[src/rtl/lc3_kbd_uart_rx.sv]
// LC-3 keyboard serial receive front end.
// Deserialises 8N1 frames into KBDR and maintains KBSR ready.
module lc3_kbd_uart_rx #(
    parameter int CLKS_PER_BIT = 868
) (
    input  logic       clk,
    input  logic       rst_n,
    input  logic       rx,
    input  logic       rd_kbdr,
    output logic [7:0] kbdr,
    output logic       ready,
    output logic       overrun,
    output logic       frame_err
);

    localparam int CW = $clog2(CLKS_PER_BIT);
    localparam logic [CW-1:0] LAST = CW'(CLKS_PER_BIT - 1);
    localparam logic [CW-1:0] HALF = CW'(CLKS_PER_BIT / 2 - 1);

    typedef enum logic [2:0] {
        IDLE,
        START,
        DATA,
        STOP,
        WAIT_IDLE
    } state_t;

    state_t        state, state_n;
    logic [CW-1:0] cnt, cnt_n;
    logic [2:0]    idx, idx_n;
    logic [7:0]    shreg, shreg_n;
    logic          rx_m, rx_s;
    logic          commit, ferr_set;

    // Two-flop synchroniser for the asynchronous serial line.
    always_ff @(posedge clk or negedge rst_n) begin
        if (!rst_n) begin
            rx_m <= 1'b1;
            rx_s <= 1'b1;
        end else begin
            rx_m <= rx;
            rx_s <= rx_m;
        end
    end

    // Receiver state, bit timer, bit index and shift register.
    always_ff @(posedge clk or negedge rst_n) begin
        if (!rst_n) begin
            state <= IDLE;
            cnt   <= '0;
            idx   <= '0;
            shreg <= '0;
        end else begin
            state <= state_n;
            cnt   <= cnt_n;
            idx   <= idx_n;
            shreg <= shreg_n;
        end
    end

    // Next-state logic; mid-bit sampling of the synchronised line.
    always_comb begin
        state_n  = state;
        cnt_n    = cnt + CW'(1);
        idx_n    = idx;
        shreg_n  = shreg;
        commit   = 1'b0;
        ferr_set = 1'b0;
        unique case (state)
            IDLE: begin
                cnt_n = '0;
                idx_n = '0;
                if (!rx_s) state_n = START;
            end
            START: begin
                if (cnt == HALF) begin
                    cnt_n   = '0;
                    state_n = rx_s ? IDLE : DATA;
                end
            end
            DATA: begin
                if (cnt == LAST) begin
                    cnt_n   = '0;
                    shreg_n = {rx_s, shreg[7:1]};
                    idx_n   = idx + 3'd1;
                    if (idx == 3'd7) state_n = STOP;
                end
            end
            STOP: begin
                if (cnt == LAST) begin
                    cnt_n = '0;
                    if (rx_s) begin
                        commit  = 1'b1;
                        state_n = IDLE;
                    end else begin
                        ferr_set = 1'b1;
                        state_n  = WAIT_IDLE;
                    end
                end
            end
            WAIT_IDLE: begin
                cnt_n = '0;
                if (rx_s) state_n = IDLE;
            end
            default: begin
                cnt_n   = '0;
                state_n = IDLE;
            end
        endcase
    end

    // KBDR/KBSR registers; a commit outranks a same-cycle read.
    always_ff @(posedge clk or negedge rst_n) begin
        if (!rst_n) begin
            kbdr      <= '0;
            ready     <= 1'b0;
            overrun   <= 1'b0;
            frame_err <= 1'b0;
        end else begin
            if (commit) kbdr <= shreg;
            if (commit) ready <= 1'b1;
            else if (rd_kbdr) ready <= 1'b0;
            if (commit && ready && !rd_kbdr) overrun <= 1'b1;
            else if (rd_kbdr) overrun <= 1'b0;
            if (ferr_set) frame_err <= 1'b1;
            else if (rd_kbdr) frame_err <= 1'b0;
        end
    end

endmodule

[config.mk]
export PLATFORM = sky130hd
export DESIGN_NAME = lc3_kbd_uart_rx
export DESIGN_NICKNAME = d
export VERILOG_FILES = /design/src/rtl/lc3_kbd_uart_rx.sv
export SDC_FILE = /design/constraint.sdc
export NUM_CORES = 1
export LEC_CHECK = 0
export ABC_AREA = 1
export CAP_MARGIN = 20
export CELL_PAD_IN_SITES_DETAIL_PLACEMENT = 1
export CELL_PAD_IN_SITES_GLOBAL_PLACEMENT = 1
export CORE_MARGIN = 8
export CORE_UTILIZATION = 43
export CTS_BUF_LIST = sky130_fd_sc_hd__clkbuf_8 sky130_fd_sc_hd__clkbuf_16
export DETAILED_ROUTE_END_ITERATION = 7
export PLACE_DENSITY = 0.78
export SYNTH_ARGS = -nofsm -noshare
export SYNTH_HDL_FRONTEND = slang
export SYNTH_SLANG_ARGS = --single-unit
[constraint.sdc]
create_clock -name clk -period 1.8 [get_ports clk]
set_clock_uncertainty 0.05 [all_clocks]
set_input_delay 0.18 -clock clk [delete_from_list [all_inputs] [get_ports clk]]
set_output_delay 0.18 -clock clk [all_outputs]
set_load 0.1 [all_outputs]
-- Yosys cells after proc, flatten, opt, wreduce, memory -nomap -nowiden
Cells that the tools add are included.
W data, S select, Z words.
- output and inout port bits: 11
- logic and storage cells: 61
- input port bits: 4
- register bits: 37
- eq/ne operators: 13
- $add $sub $neg: 2
- reductions and logical operators: 12
- muxes and demuxes: 24
- operators with widths (operator ; number):
    $mux W3 ; 8
    $mux W10 ; 2
    $pmux W10 S2 ; 1
    $pmux W3 S5 ; 1
    $ne A2 B2 Y1 const B ; 6
    $add A10 B1 Y10 const B ; 1
    $eq A10 B10 Y1 const B ; 1
    $eq A10 B9 Y1 const B ; 1
    $mux W1 ; 10
    $reduce_bool A2 Y1 ; 4
    $eq A3 B2 Y1 const B ; 2
    $eq A3 B3 Y1 const B ; 2
    $pmux W3 S2 ; 1
    $reduce_and A6 Y1 ; 1
    $reduce_and A2 Y1 ; 2
    $add A3 B1 Y3 const B ; 1
    $eq A3 B1 Y1 const B ; 1
    $logic_not A3 Y1 ; 1
    $logic_and A1 B1 Y1 ; 2
    $mux W2 ; 1
    $reduce_or A2 Y1 ; 1
    $logic_not A1 Y1 ; 1

-- Longest topological paths before layout
- word-level depth: 6
- depth in mapped cells: 9
- depth with buffers taken out: 9

-- Least setup slack after synthesis
No wires, ideal clock.
- kind: register -> register
- from: register cnt[0]
- to: register kbdr[6]
- arrival: 1381 ps
- slack: 246 ps
- stages on the path, launching flop included: 8
- setup time: 122 ps
- cells stage by stage: dfrtp_1 ha_1 nand3_1 nor3_4 nand2_4 buf_6 nand2_1 o21ai_2
- longest elaborated chain between the ends: 3
- ends and longest elaborated chain (item ; line ; RTL):
    start, declared ; 29 ; logic [CW-1:0] cnt, cnt_n;
    start signal, assigned ; 55 ; cnt <= cnt_n;
    $eq A10 B10 Y1 ; 90 ; if (cnt == LAST) begin
    $mux W1 ; 90 ;
    $mux W1 ; 69 ; unique case (state)
    end signal, assigned ; 120 ; if (commit) kbdr <= shreg;
    end, declared ; 10 ; output logic [7:0] kbdr,
No other way between the ends.
A chain may end at the register's enable or synchronous reset.

-- Worst setup path in the final report
- from: register cnt[0]
- to: register kbdr[7]
The elaborated chain is that of the path after synthesis.

==> results_dict.tcl <==
set metrics [dict create \
    status "complete, no violations" \
    dp.cells 253 \
    slew_headroom_pct 68.9 \
    core_um2 3940 \
    p_per_area_nw_per_um2 766 \
    synth_seq_area_share_pct 53.6 \
    holdCritStartpoint "rx" \
    io_buffers 14 \
    synth_seq_cells 37 \
    totalWireLength_um 3870 \
    antenna_found_initial 0 \
    hpwl_um 2820 \
    startpoint "cnt[0]" \
    critPathMaxFanout 16 \
    worst_hold_slack_ns 0.251 \
    vdd_ir_drop_max_mv 0.455 \
    fp.dieH_um 79.5 \
    critPathTopFamily "simple AND/OR/NAND/NOR gates" \
    clock-root-buffer "clkbuf_8" \
    synth.net_count 198 \
    fin_crit_ns 1.68 \
    maxSlewViolCount 0 \
    final_core_util_pct 51.7 \
    cts_buffers 5 \
    die_w_um 79.5 \
    multi_input_area_um2 692 \
    yosysWarnings 0 \
    hp-class "in -> reg" \
    ctsLongestPathBuffers 2 \
    reg2reg_slack_ns 0.12 \
    synth_edf_count 0 \
    synth_area_leaders "dfrtp_1 51%, nand2_1 10%, o21ai_2 8.1%, inv_1 5.2%, nand3_1 4.3%" \
    whs_path_depth 1 \
    end_kind "flip-flop" \
    yosysTopAreaCellShare_pct 50.5 \
    switching_share_pct 19.7 \
    final_nets 220 \
    num_vias 1308 \
    drt-initial-drc-count 54 \
    max_cap_violations 0 \
    first_pass_iters 4 \
    rsz0062_at_grt "false" \
    worst_pin_slew_ns 0.466 \
    worst_ep_required_time_ns 1.92 \
    crit_cells 7 \
    clk_pin_slew_worst_paths_ns 0.07 \
    initial_utilization_pct 44.0 \
    tns_ns 0 \
    clk_latency_ns 0.28 \
    grt_overflow 0 \
    max_freq_ghz 0.594 \
    timing.rr.start "cnt[0]" \
    fin_crit_sh_pct 93.5 \
    netlist_instances 190 \
    hold_viol 0 \
    syn2layout_area_growth_pct 17.5 \
    clock_sinks 37 \
    pwr-share-clk_pct 44.7 \
    synth_area_um2 1730 \
    cts_tree "done" \
    yosysUniqueCellTypes 21 \
    wl_per_cell_um 14.7 \
    setup_viol 0 \
    crit_type "reg -> reg" \
    grt_pass1_wl_um 6620 \
    p_int_mw 1.25 \
    yosysTopAreaCell "dfrtp_1" \
    leakage_nw 1.01 \
    vias_per_cell 4.97 \
    ant_nets 0 \
    path_buf_inv 1 \
    yosys-top-cells-count "47 x nand2_1, 35 x dfrtp_1, 24 x inv_1" \
    stdcell_count 263 \
    grt_pass1_vias 1449 \
    avgSynthCellArea_um2 9.12 \
    arrival_ns 1.80 \
    synth_ff_type "dfrtp_1" \
    num_antenna_cells 0 \
    htreeDepth 2 \
    io_pins 15 \
    combPwrFrac_pct 1.8 \
    cp_slowest_cell "dfrtp_1" \
    drc 0 \
    worstRegToRegCells 7 \
    switchingPower_uw 308 \
    nFillCells 457 \
    grtUsageTotal_pct 13.1 \
    post-synth-top-count-cell "nand2_1" \
    grt_max_degree 38 \
    slowest_delay_ns 0.41 \
    regArea_um2 928 \
    die-area_um2 6320 \
    p_seq_share_pct 53.6 \
    gp_congestion 0.769 \
    row_count 23 \
    async_flop_share_pct 100 \
    layout-drive-gt1-share_pct 22.1 \
    start_kind "flip-flop" \
    cp_cell_sequence "ha_1 -> nand3_1 -> nor3_4 -> buf_12 -> nand2_4 -> nand2_1 -> o21ai_2" \
]
through the flow:
| step | setup slack (ns) | total power [mW] | cell area, µm² |
|---|---|---|---|
| CTS | 0.0442 | 1.58 | 2010 |
| global placement | 0.164 | 0.879 | 1890 |
| floorplan | 0.246 | 0.854 | 1730 |
| finish | 0.117 | 1.56 | 2040 |
| global route | 0.000720 | 1.61 | 2040 |
| detailed placement | 0.0558 | 0.880 | 1890 |
power groups by stage:
| stage | clock network (mW) | logic (mW) | registers (mW) |
|---|---|---|---|
| floorplan | 0 | 0.00237 | 0.852 |
| global placement | 0 | 0.0268 | 0.852 |
| detailed placement | 0 | 0.0276 | 0.852 |
| CTS | 0.715 | 0.0291 | 0.836 |
| global route | 0.744 | 0.0326 | 0.836 |
| finish | 0.697 | 0.0275 | 0.836 |
per-layer routing:
metal | global-route usage [%] | vias to the layer above | wire (µm)
met1 | 14.6 | 648 | 1640
met3 | 2.36 | 5 | 82
met2 | 24.2 | 12 | 2110
li1 | - | 643 | -
met4 | 4.44 | 0 | 40
met5 | 0 | - | 0
layout make-up:
type                            instances  area share [%]
Tap cell                               50            3.07
Multi-Input combinational cell        126            34.0
Sequential cell                        37            45.6
Clock inverter                          3            2.09
Clock buffer                            5            3.38
Timing Repair Buffer                   17            7.13
Inverter                               25            4.79
cells by family after synthesis:
logic type / synth area share, %
AOI/OAI and AO/OA: 10.4
xor gates and xnor gates: 2.02
adders and majority gates: 2.89
buffers and inverters: 6.71
DFF: 53.6
and+or+nand+nor: 24.4
repair_timing:
item / CTS / global route
resized for setup: 0 / 2
endpoints found under the hold margin: 35 / 0
hold buffers: 1 / 0
buffers inserted: 0 / 1
setup endpoints to repair: 0 / 26
registers in the layout, summed over array words and instances (netlist names):
register   flops
shreg          8
overrun        1
rx_m           1
ready          1
idx            3
state          3
frame_err      1
rx_s           1
cnt           10
kbdr           8
final timing paths:
check / endpoint
max in group asynchronous: rx_s
max: kbdr[7]
min reg2reg: rx_s
min in group asynchronous: cnt[6]
min: rx_m
max reg2reg: kbdr[7]
placed cells by master, fill, tap and decap left out, drive strengths merged, types with 2 or more instances in the layout:
master and instances:
nand2 50, dfrtp 35, inv 25, nor2 20, o21ai 20, nand3 16, buf 14, clkbuf 5
nand4 4, ha 4, a21oi 4, xor2 3, nor3 3, clkdlybuf4s50 2, dfstp 2
(Power assumes the default switching activity.)
